==> config.mk <==
export PLATFORM = sky130hd
export DESIGN_NAME = coffee_vend_ctrl
export DESIGN_NICKNAME = d
export VERILOG_FILES = /design/src/rtl/coffee_vend_ctrl.sv
export SDC_FILE = /design/constraint.sdc
export NUM_CORES = 1
export LEC_CHECK = 0
export CORE_ASPECT_RATIO = 1.1
export CORE_MARGIN = 4
export CORE_UTILIZATION = 55
export DETAILED_ROUTE_END_ITERATION = 6
export GPL_ROUTABILITY_DRIVEN = 0
export PLACE_DENSITY = 0.81
export SLEW_MARGIN = 10
export SYNTH_ARGS = -nofsm -noshare
export SYNTH_HDL_FRONTEND = slang
export SYNTH_SLANG_ARGS = --single-unit
export TNS_END_PERCENT = 50
==> constraint.sdc <==
create_clock -name clk -period 5.2 [get_ports clk]
set_input_delay 0.52 -clock clk [delete_from_list [all_inputs] [get_ports clk]]
set_output_delay 0.52 -clock clk [all_outputs]
set_load 0.1 [all_outputs]
==> src/rtl/coffee_vend_ctrl.sv <==
// Coffee vending controller: price check, dispense with timeout, change payout, counter clear.
// Optional macro CANCEL_REFUND_EN enables refunding the whole credit on cancel in IDLE.
module coffee_vend_ctrl #(
    parameter int N       = 8,
    parameter int P0      = 3,
    parameter int P1      = 5,
    parameter int P2      = 7,
    parameter int P3      = 10,
    parameter int TIMEOUT = 255
) (
    input  logic         clk,
    input  logic         rst,
    input  logic [N-1:0] credit,
    input  logic         sel_valid,
    input  logic [1:0]   sel,
    input  logic         cancel,
    input  logic         disp_done,
    input  logic         change_ack,
    output logic         disp_start,
    output logic [1:0]   disp_prod,
    output logic         cnt_clr,
    output logic         insufficient,
    output logic [N-1:0] change,
    output logic         change_valid,
    output logic         busy,
    output logic         fault
);

    localparam int CW = (TIMEOUT > 1) ? $clog2(TIMEOUT) : 1;

    typedef enum logic [2:0] {
        IDLE,
        CHECK,
        DISPENSE,
        PAYOUT,
        CLEAR,
        FAULT
    } state_t;

    state_t         state, state_nxt;
    logic [N-1:0]   snap, snap_nxt;
    logic [N-1:0]   change_nxt;
    logic [N-1:0]   price;
    logic [1:0]     prod_nxt;
    logic [CW-1:0]  wait_cnt, wait_nxt;
    logic           start_nxt;
    logic           insuf_nxt;
    logic           cancel_go;

`ifdef CANCEL_REFUND_EN
    assign cancel_go = cancel && (credit != '0);
`else
    logic unused_cancel;
    assign unused_cancel = cancel;
    assign cancel_go     = 1'b0;
`endif

    always_comb begin
        price = N'(P0);
        case (disp_prod)
            2'd1:    price = N'(P1);
            2'd2:    price = N'(P2);
            2'd3:    price = N'(P3);
            default: price = N'(P0);
        endcase
    end

    always_comb begin
        state_nxt  = state;
        snap_nxt   = snap;
        change_nxt = change;
        prod_nxt   = disp_prod;
        wait_nxt   = wait_cnt;
        start_nxt  = 1'b0;
        insuf_nxt  = 1'b0;
        case (state)
            IDLE: begin
                // A refund cancel beats a simultaneous selection
                if (cancel_go) begin
                    snap_nxt   = credit;
                    change_nxt = credit;
                    state_nxt  = PAYOUT;
                end else if (sel_valid) begin
                    prod_nxt  = sel;
                    snap_nxt  = credit;
                    state_nxt = CHECK;
                end
            end
            CHECK: begin
                if (snap >= price) begin
                    start_nxt = 1'b1;
                    wait_nxt  = '0;
                    state_nxt = DISPENSE;
                end else begin
                    insuf_nxt = 1'b1;
                    state_nxt = IDLE;
                end
            end
            DISPENSE: begin
                if (disp_done) begin
                    change_nxt = snap - price;
                    state_nxt  = PAYOUT;
                end else if (wait_cnt == CW'(TIMEOUT - 1)) begin
                    state_nxt = FAULT;
                end else begin
                    wait_nxt = wait_cnt + CW'(1);
                end
            end
            PAYOUT: begin
                if (change == '0 || change_ack) begin
                    state_nxt = CLEAR;
                end
            end
            CLEAR: begin
                change_nxt = '0;
                snap_nxt   = '0;
                state_nxt  = IDLE;
            end
            FAULT: state_nxt = FAULT;
            default: state_nxt = IDLE;
        endcase
    end

    always_ff @(posedge clk) begin
        if (rst) begin
            state        <= IDLE;
            snap         <= '0;
            change       <= '0;
            disp_prod    <= '0;
            wait_cnt     <= '0;
            disp_start   <= 1'b0;
            insufficient <= 1'b0;
        end else begin
            state        <= state_nxt;
            snap         <= snap_nxt;
            change       <= change_nxt;
            disp_prod    <= prod_nxt;
            wait_cnt     <= wait_nxt;
            disp_start   <= start_nxt;
            insufficient <= insuf_nxt;
        end
    end

    assign change_valid = (state == PAYOUT) && (change != '0);
    assign cnt_clr      = (state == CLEAR);
    assign busy         = (state != IDLE);
    assign fault        = (state == FAULT);

endmodule

==> results of run 1 <==
-- metrics by stage --
| step | cell area, sq um | hold slack, ns | instances |
|---|---|---|---|
| after floorplan | 1670 | 0.448 | 186 |
| after global placement | 1960 | 0.464 | 238 |
| after detailed placement | 1960 | 0.465 | 238 |
| after CTS | 2040 | 0.478 | 246 |
| after global routing | 2040 | 0.494 | 246 |
| final | 2040 | 0.478 | 246 |
-- logic make-up (layout without fill, tap and decap cells) --
kind of cell,Yosys count,in the layout
and+or+nand+nor,69,69
AOI/OAI and AO/OA,47,47
DFF,31,31
buffers and inverters,22,49
adders and majority gates,9,9
xor gates and xnor gates,6,6
muxes,2,2
-- worst max path at each step --
| stage | slack [ns] | cells past startpoint | to |
|---|---|---|---|
| global placement | 2.37 | 4 | cnt_clr |
| floorplan | 2.01 | 2 | change_valid |
| finish | 1.96 | 4 | cnt_clr |
| detailed placement | 2.33 | 4 | cnt_clr |
| global route | 1.77 | 4 | cnt_clr |
| CTS | 1.94 | 4 | cnt_clr |
-- where the power goes --
part / internal, W / total (W) / switching, W
combinational: 0.0000662 / 0.000190 / 0.000124
clock: 0.000114 / 0.000197 / 0.0000839
sequential: 0.000252 / 0.000271 / 0.0000186
-- registers in the layout, indices dropped and copies added, names as in the netlist --
register      count
change            8
disp_prod         2
disp_start        1
insufficient      1
snap              8
state             3
wait_cnt          8
-- per-layer routing --
layer,GRT usage,part of all wire
met1,0.230,0.41
met2,0.369,0.51
met3,0.0589,0.058
met4,0.0894,0.021
met5,0,0
-- cells in the mapped netlist (all sizes together), types with 3 or more instances --
cell type,instances,area share
a2111oi,4,0.032
a211oi,4,0.018
a21oi,16,0.048
buf,4,0.014
clkbuf,7,0.016
dfxtp,31,0.37
ha,8,0.060
inv,11,0.025
nand2,15,0.034
nand3,10,0.030
nor2,6,0.014
nor2b,3,0.011
nor3,9,0.027
nor4,4,0.015
o21ai,3,0.011
or4,3,0.014
xnor2,4,0.021
-- cell type report --
class                           instances  area, sq um
Multi-Input combinational cell        133          955
Timing Repair Buffer                   30          300
Fill cell                             224          783
Inverter                               11         41.3
Sequential cell                        31          621
Clock inverter                          2         35.0
Clock buffer                            6         51.3
Tap cell                               33         41.3
-- cell usage in the layout (no fill, tap or decap), drive strengths merged, types with 3 or more instances in the layout --
cell / instances
dfxtp: 31
clkdlybuf4s50: 30
a21oi: 16
nand2: 15
inv: 11
nand3: 10
nor3: 9
ha: 8
nor2: 6
clkbuf: 6
nor4: 4
xnor2: 4
a211oi: 4
a2111oi: 4
nor2b: 3
or4: 3
o21ai: 3
-- critical path: stages (launching register included) --
cell and delay (ns):
dfxtp_1 0.57, nand2b_1 0.12, or2_2 0.38, inv_1 0.15
clkdlybuf4s50_1 1.15
==> summary.md, run 1 <==
| Metric | Value |
|---|---|
| WS Path Type | reg2out |
| Async S/R FF share, synth | 0 |
| Hold EP | snap[3]$_SDFFE_PP0P_ |
| Fraction of layout cells with a size suffix above 1 | 0.0704 |
| Clock period minus worst slack | around 3.2 ns |
| Synth Net Count | 211 |
| Pre-antenna DRT Iters | 4 |
| Mux contribution to synthesized area | 0.0120 |
| Compound-Gate Fraction of Synth Area | 0.214 |
| Clk_skew | between 0.01 and 0.015 ns |
| Post-synth EDFFs | 0 |
| Setup TNS | 0 ns |
| Min-delay worst type | reg2reg |
| Area grow syn2layout | 22.8% |
| Iter 0 DRT Violations | 69 |
| HPWL after DPL | approximately 2800 microns |
| Final #Nets | approximately 240 |
| Register area share after synthesis | 0.373 |
| Initial Utilization | 0.589 |
| Worst R2R End | state[1]$_SDFFE_PP0P_ |
| Slew @ Worst Pin | ~1.0 ns |
| Status | finished, final reports clean |
| Final WS setup | approximately 2.0 ns |
| Slew Viols, Final | 0 |
| Drt via density | between 5 and 6 |
| Die ar. | between 3000 and 4000 sq um |
| Mapped Area | roughly 1700 sq um |
| Cts bufs inserted | 5 |
| IO Pins | 32 |
| FF-to-FF Start | disp_prod[0]$_SDFFE_PP0P_ |
| Peak VDD IR | approximately 0.00035 V |
| Synth Register Bits | 31 |
| Vias in the first global route | 1418 |
| Tot Pwr | 0.000658 W |
| Syn Inst Count | 186 |
| Routed WL | 3690 microns |
| Clk sinks | 31 |
| Final hold vios | 0 |
| Die Y | approximately 66 microns |
| Hold depth | 2 |
| Drt wl/cell | around 15 microns |
| Total gr overflow | 0 |
| Simple-Gate Fraction of Synth Area | 0.243 |
| Distinct cells, synth | 50 |
| Top FF cell, synth | dfxtp_1 |
| Synth Area in XOR/XNOR | 0.0316 |
| Tcrit/Tclk final | 0.623 |
| Power Density | between 300 and 400 nW/um^2 |
| Synthesized area per cell | between 8 and 9 sq um |
| Worst reg-to-reg path cell count | 9 |
| Largest family of logic cells by synthesized area | simple AND/OR/NAND/NOR gates |
| Setup crit start | state[2]$_SDFFE_PP0P_ |
| Clock buffer depth | 2 |
| Port buffer count | 30 |
| Critical Path Source Type | flip-flop |
| Critical Path AT | around 2.7 ns |
| R2R Setup Slk | 2.60 ns |
| Final setup viols | 0 |
| Post-Synth Adder-Cell Area | 0.0721 |
| RSZ-0062 raised after global routing | no |
| CTS hold repair buffers | 0 |
| Setup repair bufs after CTS | 0 |
| Antenna violations before repair | 0 |
| Final ANT Viol Nets | 0 |
| Largest net degree at the start of global routing | 27 |
| Endpoint class of the critical path | primary output |
| Leakage | roughly 0.77 nW |
| Fmax | between 0.3 and 0.4 GHz |
| Max Cap Violations | 0 |
| Worst Hold Launch | snap[3]$_SDFFE_PP0P_ |
| Placement Setup Slack | around 2.3 ns |
| DRC | 0 |
| DIE WIDTH | between 60 and 70 microns |
| Core region area | ~2800 sq um |
| Clk slew on worst S/H paths | about 0.10 ns |
| Post-Route Utilization | 0.723 |
| Post-CTS Resized | 0 |
| Clock Latency Late Sink | 0.34 ns |
| Max_slew headroom | 0.327 |
| H-tree depth | 2 |
| Required time of the worst setup path | ~4.7 ns |
| Via Count | roughly 1400 |
| Overall routing resource usage | 0.210 |
| CTS tree | yes |
| CTS Root Buffer Type | clkbuf_4 |
| Yosys Warn Count | 0 |
| Global-route wire length before repair | 6270 microns |
| ANT cells | 0 |
| Crit Path Max Fanout | 12 |
| Core Rows | 20 |
(Power assumes the default switching activity.)
==> inputs of run 2 (changes only) <==
--- a/config.mk
+++ b/config.mk
@@ -7,10 +7,10 @@
 export LEC_CHECK = 0
 export CORE_ASPECT_RATIO = 1.1
 export CORE_MARGIN = 4
-export CORE_UTILIZATION = 55
+export CORE_UTILIZATION = 46
 export DETAILED_ROUTE_END_ITERATION = 6
 export GPL_ROUTABILITY_DRIVEN = 0
-export PLACE_DENSITY = 0.81
+export PLACE_DENSITY = 0.72
 export SLEW_MARGIN = 10
 export SYNTH_ARGS = -nofsm -noshare
 export SYNTH_HDL_FRONTEND = slang
==> constraint.sdc (replaced) <==
create_clock -name clk -period 2.9 [get_ports clk]
set_input_delay 0.29 -clock clk [delete_from_list [all_inputs] [get_ports clk]]
set_output_delay 0.29 -clock clk [all_outputs]
set_load 0.1 [all_outputs]
==> run 2 against run 1 <==
- final area down 0.43%
- register-to-register slack worse by 2.3 ns
- core utilization down 13 points
- critical endpoint is now state[1]$_SDFFE_PP0P_
==> summary.md, run 2 (synthesis gave the netlist of run 1 again) <==
| Metric | Value |
|---|---|
| Status | finished, final reports clean |
| Peak VDD IR | 0.000331 V (-5.3%) |
| Crit Path Max Fanout | 9 (-3) |
| Routed WL | 3680 microns (-0.27%) |
| Non-Filler Instances | 262 (+6.5%) |
| Worst R2R End | state[1]$_SDFFE_PP0P_ |
| Placement Setup Slack | 0.331 ns (-2.00 ns) |
| Drt via density | 5.56 (-5.4%) |
| Top Registers | change: 8 flops, snap: 8 flops, wait_cnt: 8 flops |
| Worst reg-to-reg path cell count | 9 (unchanged) |
| CTS Root Buffer Type | clkbuf_4 |
| Setup crit end | state[1]$_SDFFE_PP0P_ |
| Clock power share | 0.301 (about the same) |
| DIE WIDTH | 65.4 microns (+8.1%) |
| Fill cells | 326 (+46%) |
| P_sw | 0.000404 W (+79%) |
| Endpoint class of the critical path | flip-flop |
| ANT cells | 0 (unchanged) |
| Clk sinks | 31 (unchanged) |
| Slew Viols, Final | 0 (unchanged) |
| Post-Route Utilization | 0.596 (-0.127) |
| Sequential cell fraction of total power | 0.414 (+0.003) |
| IO Pins | 32 (unchanged) |
| Via Count | 1457 (+0.76%) |
| Power Density | 577 nW/um^2 (+79%) |
| Port buffer count | 30 (unchanged) |
| Setup repair bufs after CTS | 0 (unchanged) |
| Tot Pwr | 0.00117 W (+78%) |
| CP Cell Sequence | ha_1 -> inv_1 -> ha_1 -> inv_1 -> fa_1 -> a21o_1 -> a21o_1 -> o31a_1 -> o41a_1 |
| DRC | 0 (unchanged) |
| Clk slew on worst S/H paths | 0.09 ns (about the same) |
| FF-to-FF Start | disp_prod[0]$_SDFFE_PP0P_ |
| Critical Path AT | 2.80 ns (+0.08 ns) |
| Pre-antenna DRT Iters | 4 (unchanged) |
| Commonest non-fill, non-tap cell in the layout | dfxtp_1 |
| Clock buffer depth | 2 (unchanged) |
| Total gr overflow | 0 (unchanged) |
| Antenna violations before repair | 0 (unchanged) |
| Cts bufs inserted | 5 (unchanged) |
| Leakage | 0.803 nW (+4.7%) |
| Post-CTS Resized | 0 (unchanged) |
| Largest net degree at the start of global routing | 26 (-3.7%) |
| Final #Nets | 238 (+0.42%) |
| Slew @ Worst Pin | 0.523 ns (-0.484 ns) |
| CTS hold repair buffers | 0 (unchanged) |
| CTS tree | yes |
| Min-delay worst type | reg2reg |
| Final hold vios | 0 (unchanged) |
| R2R Setup Slk | 0.32 ns (-2.28 ns) |
| Initial Utilization | 0.488 (-0.101) |
| Clock Latency Late Sink | 0.33 ns (about the same) |
| Vias in the first global route | 1435 (+1.2%) |
| Number of cells after detailed placement | 254 (+6.7%) |
| Setup TNS | 0 ns (unchanged) |
| Crit path largest cell delay | 0.44 ns (-0.71 ns) |
| Logic pwr share | 0.285 (-0.004) |
| Final WS setup | 0.322 ns (-1.64 ns) |
| Global-route wire length before repair | 6330 microns (+0.88%) |
| Fraction of layout cells with a size suffix above 1 | 0.159 (+0.0885) |
| Clk_skew | 0.00392 ns (-0.00805 ns) |
| Core region area | 3410 sq um (+21%) |
| RSZ-0062 raised after global routing | no |
| Cell internal pwr | 0.000770 W (+78%) |
| Critical Path Source Type | flip-flop |
| Required time of the worst setup path | 3.12 ns (-1.56 ns) |
| WS Path Type | reg2reg |
| Max_slew headroom | 0.643 (+0.316) |
| Fmax | 0.388 GHz |
| Max Cap Violations | 0 (unchanged) |
| Final setup viols | 0 (unchanged) |
| HPWL after DPL | 2870 microns (+3.5%) |
| Commonest non-fill, non-tap cells in the layout | dfxtp_1, buf_4, a21oi_1, nand2_1, clkdlybuf4s50_1 |
| H-tree depth | 2 (unchanged) |
| Die Y | 71.1 microns (+8.2%) |
| Drt wl/cell | 14.1 microns (-6.4%) |
| Final ANT Viol Nets | 0 (unchanged) |
| Iter 0 DRT Violations | 56 (-19%) |
| Core Rows | 22 (+10%) |
| Sw Ratio | 0.344 (+0.000630) |
| Clock period minus worst slack | approximately 2.6 ns |
| Tcrit/Tclk final | 0.889 |
| Overall routing resource usage | 0.172 (-0.0372) |
| Setup crit start | disp_prod[0]$_SDFFE_PP0P_ |
| Die ar. | 4650 sq um (+17%) |
| Area grow syn2layout | 22.2% |
| CP max-delay cell | o31a_1 |
[run 2: metrics by stage]
step / hold WS [ns] / area (sq um)
floorplan: 0.419 / 1670
global placement: 0.463 / 1950
detailed placement: 0.460 / 1950
CTS: 0.473 / 2040
global route: 0.486 / 2040
finish: 0.473 / 2040
[run 2: cell type report]
class | instances | area, sq um | area share
tap | 48 | 60.1 | 0.0295
sequential | 31 | 622 | 0.305
timing repair buffer | 31 | 268 | 0.132
inverter | 11 | 41.3 | 0.0203
multi-input combinational | 133 | 958 | 0.471
clock inverter | 2 | 35.0 | 0.0172
clock buffer | 6 | 51.3 | 0.0252
[run 2: worst min path at each step]
stage / cells past startpoint / slack (ns) / start / end
floorplan: 2 / 0.42 / sel[1] / disp_prod[1]$_SDFFE_PP0P_
global route: 3 / 0.49 / sel[1] / disp_prod[1]$_SDFFE_PP0P_
detailed placement: 2 / 0.46 / snap[0]$_SDFFE_PP0P_ / snap[0]$_SDFFE_PP0P_
global placement: 2 / 0.46 / snap[0]$_SDFFE_PP0P_ / snap[0]$_SDFFE_PP0P_
CTS: 2 / 0.47 / snap[0]$_SDFFE_PP0P_ / snap[0]$_SDFFE_PP0P_
finish: 2 / 0.47 / snap[0]$_SDFFE_PP0P_ / snap[0]$_SDFFE_PP0P_
[run 2: power groups by stage]
stage / sequential [W] / clock [W] / combinational (W)
floorplan: 0.000551 / 0 / 0.000202
global placement: 0.000494 / 0 / 0.000330
detailed placement: 0.000495 / 0 / 0.000335
CTS: 0.000485 / 0.000361 / 0.000337
global route: 0.000492 / 0.000380 / 0.000361
finish: 0.000486 / 0.000353 / 0.000335
[run 2: worst max-delay path, delay by kind of cell (launching register included)]
family	cells	cell delay, ns
AO/OA/AOI/OAI	4	1.22
adder cells (fa/ha/maj)	3	0.77
flip-flops	1	0.36
buffers and inverters	2	0.13
[run 2: routing by layer]
layer	part of all wire	up-vias	wire, microns	global-route usage
met1	0.40	673	1470	0.187
li1	-	739	-	-
met3	0.049	6	180	0.0397
met2	0.54	39	1970	0.318
met5	0	-	0	0
met4	0.016	0	59	0.0668
==> inputs of run 3 (changes only) <==
--- a/config.mk
+++ b/config.mk
@@ -5,7 +5,6 @@
 export SDC_FILE = /design/constraint.sdc
 export NUM_CORES = 1
 export LEC_CHECK = 0
-export CORE_ASPECT_RATIO = 1.1
 export CORE_MARGIN = 4
 export CORE_UTILIZATION = 46
 export DETAILED_ROUTE_END_ITERATION = 6
==> run 3 against run 2 <==
- flip-flop and latch count unchanged
- sequential power barely moved
- global-route usage up 0.44 points
- clock skew is 0.0025 ns higher
- largest power group unchanged
==> summary.md, run 3 (synthesis gave the netlist of run 1 again) <==
| Metric | Value |
|---|---|
| Min-delay worst type | in2reg |
| Hold EP | disp_prod[1]$_SDFFE_PP0P_ |
| IO Pins | 32 (unchanged) |
| Final #Nets | 238 (unchanged) |
| Non-Filler Instances | 260 (-0.76%) |
| Status | finished, final reports clean |
| Hold depth | 3 (+1) |
| Cts bufs inserted | 5 (unchanged) |
| Fmax | 0.388 GHz (about the same) |
| Tcrit/Tclk final | 0.889 (about the same) |
| Core Rows | 21 (-4.5%) |
| Worst reg-to-reg path cell count | 9 (unchanged) |
| Total gr overflow | 0 (unchanged) |
| Die Y | 68.2 microns (-4.1%) |
| Placement Setup Slack | 0.326 ns (-0.00542 ns) |
| CTS tree | yes |
| Max Cap Violations | 0 (unchanged) |
| DIE WIDTH | 68.2 microns (+4.3%) |
| Clk slew on worst S/H paths | 0.10 ns (about the same) |
| Worst R2R End | state[1]$_SDFFE_PP0P_ |
| Required time of the worst setup path | 3.13 ns (about the same) |
| Clock buffer depth | 2 (unchanged) |
| Fill cells | 326 (unchanged) |
| Setup TNS | 0 ns (unchanged) |
| Endpoint class of the critical path | flip-flop |
| Largest net degree at the start of global routing | 18 (-31%) |
| Vias in the first global route | 1312 (-8.6%) |
| R2R Setup Slk | 0.32 ns (about the same) |
| Peak VDD IR | 0.000307 V (-7.0%) |
| Area grow syn2layout | 19.9% |
| Overall routing resource usage | 0.177 (+0.00435) |
| Clk sinks | 31 (unchanged) |
| Final WS setup | 0.323 ns (+0.00122 ns) |
| Via Count | 1453 (-0.27%) |
| Core region area | 3420 sq um (about the same) |
| Antenna violations before repair | 0 (unchanged) |
| Power Density | 534 nW/um^2 (-7.4%) |
| Fin Hold WS | 0.485 ns (+0.0120 ns) |
| Clock Latency Late Sink | 0.34 ns (about the same) |
| Routed WL | 3840 microns (+4.3%) |
| Global-route wire length before repair | 6040 microns (-4.6%) |
| Register Area | 622 sq um (unchanged) |
| HPWL after DPL | 2860 microns (-0.55%) |
| Top Registers | change: 8 flops, snap: 8 flops, wait_cnt: 8 flops |
| Slew Viols, Final | 0 (unchanged) |
| Pre-antenna DRT Iters | 4 (unchanged) |
| Number of cells after detailed placement | 252 (-0.79%) |
| Final non-filler cell area | 2000 sq um (-1.9%) |
| Critical Path AT | 2.80 ns (about the same) |
| ANT cells | 0 (unchanged) |
| Critical Path Source Type | flip-flop |
| RSZ-0062 raised after global routing | no |
| Slew @ Worst Pin | 0.510 ns (-0.0126 ns) |
| Iter 0 DRT Violations | 73 (+30%) |
| Clock period minus worst slack | 2.58 ns (-0.00122 ns) |
| Setup repair bufs after CTS | 0 (unchanged) |
| Drt via density | 5.59 (+0.49%) |
| Final hold vios | 0 (unchanged) |
| Leakage | 0.784 nW (-2.4%) |
| Commonest non-fill, non-tap cells in the layout | dfxtp_1, buf_4, a21oi_1, nand2_1, clkdlybuf4s50_1 |
| FF-to-FF Start | disp_prod[0]$_SDFFE_PP0P_ |
| Crit Path Max Fanout | 9 (unchanged) |
| WS Path Type | reg2reg |
| Post-CTS Resized | 0 (unchanged) |
| Multi-input gate area | 958 sq um (unchanged) |
| Placed inst area | 1950 sq um (-0.13%) |
| CTS hold repair buffers | 0 (unchanged) |
| Fraction of layout cells with a size suffix above 1 | 0.150 (-0.00935) |
| Port buffer count | 30 (unchanged) |
| Drt wl/cell | 14.8 microns (+5.1%) |
| Initial Utilization | 0.488 (about the same) |
| Worst Hold Launch | sel[1] |
| Clk_skew | 0.00645 ns (+0.00253 ns) |
| Die ar. | 4650 sq um (about the same) |
| Max_slew headroom | 0.651 (+0.00859) |
| Final ANT Viol Nets | 0 (unchanged) |
| DRC | 0 (unchanged) |
| Final setup viols | 0 (unchanged) |
| CTS Root Buffer Type | clkbuf_4 |
| H-tree depth | 2 (unchanged) |
| Commonest non-fill, non-tap cell in the layout | dfxtp_1 |
-- run 3: cell count changes in the layout (fill, tap and decap cells not counted) --
cell / previous run / this run
bufinv_16: 1 / 0
clkbuf_8: 1 / 0
clkbuf_1: 0 / 2
-- run 3: through the flow --
stage	total power [W]	utilization
after floorplan	0.000753	-
after global placement	0.000824	0.570
after detailed placement	0.000834	0.570
after CTS	0.00107	0.585
after global routing	0.00112	0.585
final	0.00107	0.585
-- run 3: area by class of cell --
type | instances | area share
well taps | 46 | 0.0288
flip-flops and latches | 31 | 0.311
multi-input cells | 133 | 0.480
inverters | 11 | 0.0207
clock buffers | 7 | 0.0226
repair buffers | 31 | 0.134
clock inverters | 1 | 0.00251
-- run 3: metal layers --
metal	track usage	part of all wire	up-vias
met5	0	0	-
met4	0.0993	0.027	0
met3	0.0575	0.062	10
met2	0.254	0.43	43
met1	0.231	0.48	661
li1	-	-	739
-- run 3: worst max-delay path by stage --
stage | start | to | slack [ns] | depth (start not counted)
3_5_place_dp | disp_prod[0]$_SDFFE_PP0P_ | state[1]$_SDFFE_PP0P_ | 0.33 | 9
3_3_place_gp | disp_prod[0]$_SDFFE_PP0P_ | state[1]$_SDFFE_PP0P_ | 0.40 | 9
6_report | disp_prod[0]$_SDFFE_PP0P_ | state[1]$_SDFFE_PP0P_ | 0.32 | 9
2_1_floorplan | disp_prod[0]$_SDFFE_PP0P_ | state[1]$_SDFFE_PP0P_ | -0.01 | 10
5_1_grt | disp_prod[0]$_SDFFE_PP0P_ | state[1]$_SDFFE_PP0P_ | 0.17 | 9
4_1_cts | disp_prod[0]$_SDFFE_PP0P_ | state[1]$_SDFFE_PP0P_ | 0.31 | 9
-- run 3: report_power, final --
group          switching, W  internal, W
Clock              0.000147    0.0000943
Sequential        0.0000340     0.000452
Combinational      0.000224     0.000114
Total              0.000405     0.000661
-- run 3: critical path: stages, from the launching register on --
cell,delay [ns]
dfxtp_1,0.35
ha_1,0.20
inv_1,0.07
ha_1,0.16
inv_1,0.05
fa_1,0.41
a21o_1,0.21
a21o_1,0.21
o31a_1,0.44
o41a_1,0.35
